==> src/rtl/multdiv_issue_ctrl_pkg.sv <==
// Shared ISA constants and decode helper for the multdiv issue controller.
// Fields follow the R-type layout: opcode[31:27] rd[26:22] rs[21:17] rt[16:12] shamt[11:7] aluop[6:2].
package multdiv_issue_ctrl_pkg;

   localparam logic [4:0] OPC_ALU     = 5'b00000;
   localparam logic [4:0] ALUOP_MULT  = 5'b00110;
   localparam logic [4:0] ALUOP_DIV   = 5'b00111;
   localparam logic [4:0] REG_RSTATUS = 5'd30;

   localparam int          MD_MAX_CYCLES = 40;
   localparam int          MD_CNT_W      = 6;
   localparam logic [31:0] MD_MULT_EXC   = 32'd4;
   localparam logic [31:0] MD_DIV_EXC    = 32'd5;

   typedef enum logic {OP_MULT = 1'b0, OP_DIV = 1'b1} md_op_e;

   typedef struct packed {
      logic   is_md;
      md_op_e op;
      logic [4:0] rd;
   } md_dec_t;

   function automatic md_dec_t md_decode(input logic [31:0] instr, input logic vld);
      md_dec_t d;
      d.is_md = vld && (instr[31:27] == OPC_ALU) &&
                ((instr[6:2] == ALUOP_MULT) || (instr[6:2] == ALUOP_DIV));
      d.op    = (instr[6:2] == ALUOP_DIV) ? OP_DIV : OP_MULT;
      d.rd    = instr[26:22];
      return d;
   endfunction

endpackage

==> src/rtl/multdiv_issue_ctrl_if.sv <==
// DX-stage / multdiv / XM-writeback signal bundle for the multdiv issue controller.
// master = controller side, slave = pipeline and multdiv side.
interface multdiv_issue_ctrl_if;
   logic [31:0] dx_instr;
   logic        dx_valid;
   logic        flush;
   logic        md_ready;
   logic        md_exception;
   logic [31:0] md_result;
   logic        ctrl_mult;
   logic        ctrl_div;
   logic        stall;
   logic        wb_valid;
   logic [31:0] wb_value;
   logic [4:0]  wb_rd;
   logic        wb_we;

   modport master (
      input  dx_instr, dx_valid, flush, md_ready, md_exception, md_result,
      output ctrl_mult, ctrl_div, stall, wb_valid, wb_value, wb_rd, wb_we
   );

   modport slave (
      output dx_instr, dx_valid, flush, md_ready, md_exception, md_result,
      input  ctrl_mult, ctrl_div, stall, wb_valid, wb_value, wb_rd, wb_we
   );
endinterface

==> src/rtl/multdiv_issue_ctrl.sv <==
// Issues mult/div from DX to the multdiv unit, stalls the front end, hands the result to XM.
// Latency: detect T, start pulse T+1, ready T+1+k, wb_valid T+2+k.
// Backpressure: stall held from detection until the ready cycle; flush aborts, timeout writes $rstatus.
module multdiv_issue_ctrl
   import multdiv_issue_ctrl_pkg::*;
#(
   parameter int          MAX_CYCLES = MD_MAX_CYCLES,
   parameter int          CNT_W      = MD_CNT_W,
   parameter logic [31:0] MULT_EXC   = MD_MULT_EXC,
   parameter logic [31:0] DIV_EXC    = MD_DIV_EXC
)(
   input logic                 clock,
   input logic                 reset_n,
   multdiv_issue_ctrl_if.master bus
);

   typedef enum logic [1:0] {ST_IDLE = 2'd0, ST_BUSY = 2'd1, ST_DONE = 2'd2} state_e;

   state_e            state_q;
   logic [CNT_W-1:0]  cnt_q, cnt_d;
   md_op_e            op_q;
   logic [4:0]        rd_q;
   logic              ctrl_mult_q, ctrl_div_q;
   logic              wb_valid_q, wb_we_q;
   logic [31:0]       wb_value_q;
   logic [4:0]        wb_rd_q;

   md_dec_t dec;
   logic    issue, first_busy, timeout;

   always_comb begin
      dec        = md_decode(bus.dx_instr, bus.dx_valid);
      issue      = (state_q == ST_IDLE) && dec.is_md && !bus.flush;
      cnt_d      = cnt_q + 1'b1;
      first_busy = (cnt_q == '0);
      timeout    = (cnt_d == CNT_W'(MAX_CYCLES));
   end

   // Gated by reset_n so the front end is released as soon as reset asserts.
   assign bus.stall     = reset_n && (issue || (state_q == ST_BUSY));
   assign bus.ctrl_mult = ctrl_mult_q;
   assign bus.ctrl_div  = ctrl_div_q;
   assign bus.wb_valid  = wb_valid_q;
   assign bus.wb_value  = wb_value_q;
   assign bus.wb_rd     = wb_rd_q;
   assign bus.wb_we     = wb_we_q;

   always_ff @(posedge clock or negedge reset_n) begin
      if (!reset_n) begin
         state_q     <= ST_IDLE;
         cnt_q       <= '0;
         op_q        <= OP_MULT;
         rd_q        <= '0;
         ctrl_mult_q <= 1'b0;
         ctrl_div_q  <= 1'b0;
         wb_valid_q  <= 1'b0;
         wb_we_q     <= 1'b0;
         wb_value_q  <= '0;
         wb_rd_q     <= '0;
      end else begin
         ctrl_mult_q <= 1'b0;
         ctrl_div_q  <= 1'b0;
         wb_valid_q  <= 1'b0;
         wb_we_q     <= 1'b0;
         case (state_q)
            ST_IDLE: begin
               if (issue) begin
                  op_q        <= dec.op;
                  rd_q        <= dec.rd;
                  cnt_q       <= '0;
                  ctrl_mult_q <= (dec.op == OP_MULT);
                  ctrl_div_q  <= (dec.op == OP_DIV);
                  state_q     <= ST_BUSY;
               end
            end
            ST_BUSY: begin
               cnt_q <= cnt_d;
               if (bus.flush) begin
                  state_q <= ST_IDLE;
               // A ready seen alongside the start pulse belongs to an earlier op.
               end else if (!first_busy && bus.md_ready) begin
                  state_q    <= ST_DONE;
                  wb_valid_q <= 1'b1;
                  if (bus.md_exception) begin
                     wb_value_q <= (op_q == OP_DIV) ? DIV_EXC : MULT_EXC;
                     wb_rd_q    <= REG_RSTATUS;
                     wb_we_q    <= 1'b1;
                  end else begin
                     wb_value_q <= bus.md_result;
                     wb_rd_q    <= rd_q;
                     wb_we_q    <= (rd_q != 5'd0);
                  end
               end else if (timeout) begin
                  state_q    <= ST_DONE;
                  wb_valid_q <= 1'b1;
                  wb_value_q <= (op_q == OP_DIV) ? DIV_EXC : MULT_EXC;
                  wb_rd_q    <= REG_RSTATUS;
                  wb_we_q    <= 1'b1;
               end
            end
            ST_DONE: state_q <= ST_IDLE;
            default: state_q <= ST_IDLE;
         endcase
      end
   end

endmodule

==> src/flat_wrapper.sv <==
// flat-port wrapper written by rule: the top's interface ports become plain ports
module multdiv_issue_ctrl_flat import multdiv_issue_ctrl_pkg::*;
#(
   parameter int          MAX_CYCLES = MD_MAX_CYCLES,
   parameter int          CNT_W      = MD_CNT_W,
   parameter logic [31:0] MULT_EXC   = MD_MULT_EXC,
   parameter logic [31:0] DIV_EXC    = MD_DIV_EXC
)
  (clock, reset_n, bus_dx_instr, bus_dx_valid, bus_flush, bus_md_ready, bus_md_exception, bus_md_result, bus_ctrl_mult, bus_ctrl_div, bus_stall, bus_wb_valid, bus_wb_value, bus_wb_rd, bus_wb_we);
  multdiv_issue_ctrl_if bus_i ();
  input logic clock;
  input logic reset_n;
  input wire logic [$bits(bus_i.dx_instr)-1:0] bus_dx_instr;
  input wire logic [$bits(bus_i.dx_valid)-1:0] bus_dx_valid;
  input wire logic [$bits(bus_i.flush)-1:0] bus_flush;
  input wire logic [$bits(bus_i.md_ready)-1:0] bus_md_ready;
  input wire logic [$bits(bus_i.md_exception)-1:0] bus_md_exception;
  input wire logic [$bits(bus_i.md_result)-1:0] bus_md_result;
  output wire logic [$bits(bus_i.ctrl_mult)-1:0] bus_ctrl_mult;
  output wire logic [$bits(bus_i.ctrl_div)-1:0] bus_ctrl_div;
  output wire logic [$bits(bus_i.stall)-1:0] bus_stall;
  output wire logic [$bits(bus_i.wb_valid)-1:0] bus_wb_valid;
  output wire logic [$bits(bus_i.wb_value)-1:0] bus_wb_value;
  output wire logic [$bits(bus_i.wb_rd)-1:0] bus_wb_rd;
  output wire logic [$bits(bus_i.wb_we)-1:0] bus_wb_we;
  assign bus_i.dx_instr = bus_dx_instr;
  assign bus_i.dx_valid = bus_dx_valid;
  assign bus_i.flush = bus_flush;
  assign bus_i.md_ready = bus_md_ready;
  assign bus_i.md_exception = bus_md_exception;
  assign bus_i.md_result = bus_md_result;
  assign bus_ctrl_mult = bus_i.ctrl_mult;
  assign bus_ctrl_div = bus_i.ctrl_div;
  assign bus_stall = bus_i.stall;
  assign bus_wb_valid = bus_i.wb_valid;
  assign bus_wb_value = bus_i.wb_value;
  assign bus_wb_rd = bus_i.wb_rd;
  assign bus_wb_we = bus_i.wb_we;
  multdiv_issue_ctrl #(.MAX_CYCLES(MAX_CYCLES), .CNT_W(CNT_W), .MULT_EXC(MULT_EXC), .DIV_EXC(DIV_EXC)) u_core (.clock(clock), .reset_n(reset_n), .bus(bus_i));
endmodule
==> config.mk <==
export PLATFORM = sky130hd
export DESIGN_NAME = multdiv_issue_ctrl_flat
export DESIGN_NICKNAME = d
export VERILOG_FILES = /design/src/rtl/multdiv_issue_ctrl_pkg.sv /design/src/rtl/multdiv_issue_ctrl_if.sv /design/src/rtl/multdiv_issue_ctrl.sv /design/src/flat_wrapper.sv
export SDC_FILE = /design/constraint.sdc
export NUM_CORES = 1
export LEC_CHECK = 0
export CORE_MARGIN = 3
export CORE_UTILIZATION = 43
export CTS_BUF_LIST = sky130_fd_sc_hd__clkbuf_4
export DETAILED_ROUTE_END_ITERATION = 8
export PLACE_DENSITY = 0.82
export SLEW_MARGIN = 10
export SYNTH_ARGS = -nofsm -noshare
export SYNTH_HDL_FRONTEND = slang
export SYNTH_SLANG_ARGS = --single-unit
==> constraint.sdc <==
create_clock -name clock -period 2.6 [get_ports clock]
set_input_delay 0.39 -clock clock [delete_from_list [all_inputs] [get_ports clock]]
set_output_delay 0.39 -clock clock [all_outputs]
set_load 0.02 [all_outputs]
# After elaboration in Yosys (flattened, before gate mapping)
# Cells that the tools add are included.
[word_totals]
register_bits = 55
inputBits = 70
out_inout_bits = 42
elab_cells = 66
[op_classes]
add_sub_neg = 1
eq_ne = 6
mux = 27
bitwise_logic = 2
n_reduce_logical = 20
[op_table]
columns = ["cell", "count"]
rows = [
  ["32-bit two-way mux", 3],
  ["5-bit two-way mux", 3],
  ["1-bit two-way mux", 14],
  ["6-bit case mux with 2 select lines", 1],
  ["5-bit by 3-bit == test with 1-bit output, second input constant", 2],
  ["2-bit two-way mux", 4],
  ["6-bit by 1-bit adder with 6-bit output, second input constant", 1],
  ["6-bit == test, second input constant", 1],
  ["1-bit logical AND", 6],
  ["6-bit zero test", 1],
  ["6-bit two-way mux", 1],
  ["2-bit AND reduction", 3],
  ["5-bit zero test", 1],
  ["5-bit nonzero test", 1],
  ["4-bit by 3-bit != test with 1-bit output, second input constant", 1],
  ["2-bit case mux with 2 select lines", 1],
  ["2-bit nonzero test", 2],
  ["3-bit AND reduction", 1],
  ["2-bit by 1-bit == test with 1-bit output, second input constant", 1],
  ["1-bit zero test", 2],
  ["2-bit zero test", 1],
  ["1-bit logical OR", 2],
  ["2-bit by 1-bit != test with 1-bit output, second input constant", 1],
  ["1-bit inverter", 2],
]

# Logic depth before layout (Yosys ltp)
[depth]
ltp_word = 7
depth_mapped = 8

# Least setup slack after synthesis
# Ideal clock, no wire load.
[synth_path]
path_kind = "input -> output"
from = "in bus_dx_instr[5]"
to = "out bus_stall"
arrival_ns = 1.886
required_time_ns = 2.210
path_slack_ns = 0.324
path_stages = 4
n_path_buf = 1
cell_sequence = "nor4bb_1 -> nand4_1 -> clkbuf_1 -> a21boi_0"
[synth_between]
elab_chain_cells = 7
[synth_rtl]
columns = ["item", "line", "rtl"]
rows = [
  ["start, declared", "flat_wrapper.sv:13", "input wire logic [$bits(bus_i.dx_instr)-1:0] bus_dx_instr;"],
  ["5-bit by 3-bit == test with 1-bit output", "multdiv_issue_ctrl_pkg.sv:26", "((instr[6:2] == ALUOP_MULT) || (instr[6:2] == ALUOP_DIV));"],
  ["1-bit logical OR *", "multdiv_issue_ctrl_pkg.sv:26", ""],
  ["1-bit logical AND *", "multdiv_issue_ctrl_pkg.sv:25", "d.is_md = vld && (instr[31:27] == OPC_ALU) &&"],
  ["1-bit logical AND * (2 in series)", "multdiv_issue_ctrl.sv:33", "issue = (state_q == ST_IDLE) && dec.is_md && !bus.flush;"],
  ["1-bit logical OR *", "multdiv_issue_ctrl.sv:40", "assign bus.stall = reset_n && (issue || (state_q == ST_BUSY));"],
  ["1-bit logical AND *", "multdiv_issue_ctrl.sv:40", ""],
  ["end, declared", "flat_wrapper.sv:21", "output wire logic [$bits(bus_i.stall)-1:0] bus_stall;"],
]
# Every way passes the cells marked *; elsewhere a longest branch is shown, timed or not.

# Final worst setup path
[layout_path]
from = "reg u_core.cnt_q[0]"
to = "reg u_core.wb_value_q[2] (netlist: u_core.bus.wb_value[2])"
[layout_between]
elab_chain_cells = 5
[layout_rtl]
columns = ["item", "line", "rtl"]
rows = [
  ["start, declared", "multdiv_issue_ctrl.sv:20", "logic [CNT_W-1:0] cnt_q, cnt_d;"],
  ["start signal, assigned", "multdiv_issue_ctrl.sv:77", "cnt_q <= cnt_d;"],
  ["parallel branches: the longest is 5 deep, another holds 6-bit by 1-bit adder with 6-bit output", "--", ""],
  ["end signal, assigned", "multdiv_issue_ctrl.sv:85", "wb_value_q <= (op_q == OP_DIV) ? DIV_EXC : MULT_EXC;"],
  ["end signal, assigned", "multdiv_issue_ctrl.sv:89", "wb_value_q <= bus.md_result;"],
  ["end signal, assigned", "multdiv_issue_ctrl.sv:96", "wb_value_q <= (op_q == OP_DIV) ? DIV_EXC : MULT_EXC;"],
  ["end, declared", "multdiv_issue_ctrl.sv:25", "logic [31:0] wb_value_q;"],
]
# Several ways; the timed one is not identified.
# A chain may end at the register's enable or synchronous reset.

==> results.yml <==
status:
  run_status: "completed"
global_route:
  grt_start_max_net_pins: 56
  gr-total-overflow: 0
  track_usage_pct: 17.32
  antenna_found_initial: 0
  grt_pass1_wl_mm: 8.928
  vias_in_the_first_global_route: 1966
  grt_use_met1_pct: 22.16
  gr_met3_demand_resource_pct: 4.386
  grt_busiest_layer: "met2"
  gr-usage-met2_pct: 29.08
timing:
  final_period_minus_worst_setup_slack_ns: 2.236
  worst_slew_pin_slew_ns: 0.6779
  rsz0062_at_grt: "false"
  setup_viol_count_final: 0
  post_route_hold_slack_ns: 0.1864
  final.period_utilization_pct: 85.98
  achievable_clock_frequency_mhz: 447.3
  final_hold_viol_count: 0
  clock_skew_ns: 0.02176
  final_max_slew_viol_count: 0
  relSlewSlack_pct: 54.81
die:
  die_height_microns: 82.04
  std_cell_rows: 27
  core_region_area_sq_um: 5540
  die_area_sq_um: 6730
  floorplan.initialDensity_pct: 44.87
  num_io_pins: 112
  die_x_microns: 82.04
place:
  io_buffers: 94
  place_hpwl_mm: 4.140
  placed_area_sq_um: 3538
  gp_routability_congestion: 0.8166
  dp.cells: 393
cells_and_area:
  layout.cell_area.non_filler_sq_um: 3640
  share_of_post_route_cells_with_drive_strength_above_1_pct: 9.639
  mostFrequentLayoutCell: "sky130_fd_sc_hd__clkdlybuf4s50_1"
  finish.cell_count_without_fillers: 404
  fillCellCount: 447
  layout.cells.most_common_list: "92 x sky130_fd_sc_hd__clkdlybuf4s50_1, 55 x sky130_fd_sc_hd__dfrtp_1, 36 x sky130_fd_sc_hd__nand2_1"
  area_growth_syn_to_layout_pct: 46.40
  insertedDiodeCount: 0
  final_nets: 403
drt:
  wl_per_cell_microns: 13.78
  detailed_router_iteration_count_before_antenna_repair: 4
  num_vias: 1958
  first_iter_violations: 75
  route.final.wire_length_mm: 5.567
  via_cell_ratio: 4.847
  drt_drc_violations_left: 0
  route.antenna.remaining_nets: 0
setup_path:
  critPathArrivalTime_ns: 2.48
  cp_slowest_stage_delay_ns: 0.47
  cp_max_fo: 12
  critical_path_buf_inv_count: 3
  worst_setup_path_end_kind: "register"
  cp_cell_sequence: "inv_1, ha_1, or4b_4, o21ai_2, a311oi_4, buf_12, buf_4, mux2_1"
  required_ns: 2.85
  criticalPathCategory: "register to register"
  startpoint_type: "register"
  critical-path-slowest-cell: "sky130_fd_sc_hd__or4b_4"
  critPathTopFamily: "simple AND/OR/NAND/NOR gates"
job:
  maxCapViolCount: 0
cts:
  worstSkewPairLatency_ns: 0.37
  cts_max_level: 2
  root_buffer: "sky130_fd_sc_hd__clkbuf_4"
  cts_tree: "done"
  cts_buf_count: 5
  cts_sinks: 55
  post_cts_hold_buffer_count: 0
  register_clock_pin_slew_on_the_reported_worst_setup_and_hold_paths_ns: 0.15
  cts.path.max_buffers: 2
logic_synthesis:
  postSynthCellCount: 228
  synth_sequential_area_ratio_pct: 55.36
  adder_cell_share_of_the_synthesized_area_pct: 1.007
  yosysWarningCount: 0
  syn-cell-area_sq_um: 2486
  post_synth_num_cell_types: 34
  synth_compound_gate_area_share_pct: 4.429
  muxShareOfSynthArea_pct: 18.97
  synth-async-reset-ratio_pct: 100.0
  synthSimpleGateAreaFrac_pct: 11.88
  number_of_enable_flip_flop_cells_after_synthesis: 0
  syn_area_per_cell_sq_um: 10.90
  postSynthNetCount: 300
  combinational_family_with_the_most_area_after_synthesis: "multiplexers"
  register_bit_total_from_synthesis: 55
  synth_xor_area_share_pct: 0.7046
  ys.flop_type: "sky130_fd_sc_hd__dfrtp_1"
power_and_ir_drop:
  worst_ir_drop_vdd_uv: 227.3
  static-leakage-power_uw: 0.001639
  pwr_density_cell_nw_per_um2: 431.0
hold_path:
  timing.hold.worst.class: "input port to asynchronous set/reset pin"
logic make-up (layout without fill, tap and decap cells):
logic type / Yosys count / after routing
buf+inv: 45 / 149
fa+ha+maj: 2 / 2
xor+xnor: 2 / 2
flops: 55 / 55
mux: 45 / 45
compound gates: 16 / 16
simple gates: 63 / 63
path summary, 6_finish.rpt:
kind                                           from                       to  slack, ns  cells past startpoint
worst max register to register      u_core.cnt_q[0]   u_core.bus.wb_value[2]       0.36                      8
worst min register to register  u_core.bus.wb_rd[4]      u_core.bus.wb_rd[4]       0.51                      1
max in group asynchronous                   reset_n  u_core.bus.wb_value[13]       1.94                      2
worst max-delay path                u_core.cnt_q[0]   u_core.bus.wb_value[2]       0.36                      8
worst min-delay path                        reset_n  u_core.bus.wb_value[28]       0.19                      2
min in group clock              u_core.bus.wb_rd[4]      u_core.bus.wb_rd[4]       0.51                      1
per-stage QoR:
stage	total power, uW	util [%]	TNS (ns)	setup slack (ns)
after floorplan	1035	-	0	0.3245
after global placement	1204	63.87	0	0.02655
after detailed placement	1212	63.87	-0.01927	-0.01927
after CTS	1589	65.02	0	0.02298
after global routing	1648	65.70	0	0.2283
final	1569	65.70	0	0.3645
report_power, final:
part	leakage, uW	switching, uW	internal [uW]
clock network	0.0000317	260	116
registers	0.000653	23.8	890
logic	0.000955	125	155
total	0.00164	408	1160
synth_stat cells (all sizes together), types with 2 or more instances:
cell type	n	area, sq um
nand4	2	12.51
nand2	36	135.1
nor3	2	10.01
mux2	11	131.4
nand2b	5	31.28
clkbuf	5	18.77
nor2	5	18.77
nand3	6	30.03
o21ai	5	28.78
dfrtp	55	1376
and3	2	12.51
mux2i	34	340.3
buf	5	40.04
xor2	2	17.52
a311oi	2	17.52
a21boi	2	15.02
a21oi	3	15.01
ha	2	25.02
inv	35	131.4
flip-flops by register name (all words and copies together), names as in the netlist:
register,flops
u_core.bus.wb_valid,1
u_core.bus.ctrl_mult,1
u_core.state_q,2
u_core.bus.wb_value,32
u_core.bus.wb_we,1
u_core.cnt_q,6
u_core.bus.wb_rd,5
u_core.op_q,1
u_core.rd_q,5
u_core.bus.ctrl_div,1
area by class of cell:
class                   count  area (sq um)  share of cell area [%]
repair buffers            106          1041                   28.60
multi-input cells         128         943.4                   25.92
well taps                  72         90.09                   2.475
clock inverters             2         12.51                  0.3438
clock buffers               6         45.04                   1.238
inverters                  35         131.4                   3.609
flip-flops and latches     55          1376                   37.81
repair_timing:
action                                 in CTS  in global routing
buffers inserted                            0                  3
pin swaps                                   0                  1
resized for setup                           1                  1
setup endpoints to repair                   1                 24
endpoints found under the hold margin       0                  0
cloned                                      0                  0
worst reg2reg max path: stages (launching register included):
cell and delay, ns:
sky130_fd_sc_hd__dfrtp_1 0.46, sky130_fd_sc_hd__inv_1 0.10, sky130_fd_sc_hd__ha_1 0.15, sky130_fd_sc_hd__or4b_4 0.47
sky130_fd_sc_hd__o21ai_2 0.19, sky130_fd_sc_hd__a311oi_4 0.13, sky130_fd_sc_hd__buf_12 0.18, sky130_fd_sc_hd__buf_4 0.14
sky130_fd_sc_hd__mux2_1 0.30
layer usage:
layer / wire length [microns] / up-vias / share of wire, %
li1: - / 947 / -
met5: 0 / - / 0
met2: 2762 / 56 / 50
met3: 393 / 5 / 7.1
met4: 46 / 0 / 0.83
met1: 2364 / 950 / 42
Note: power is estimated with default switching activity, not from simulation.
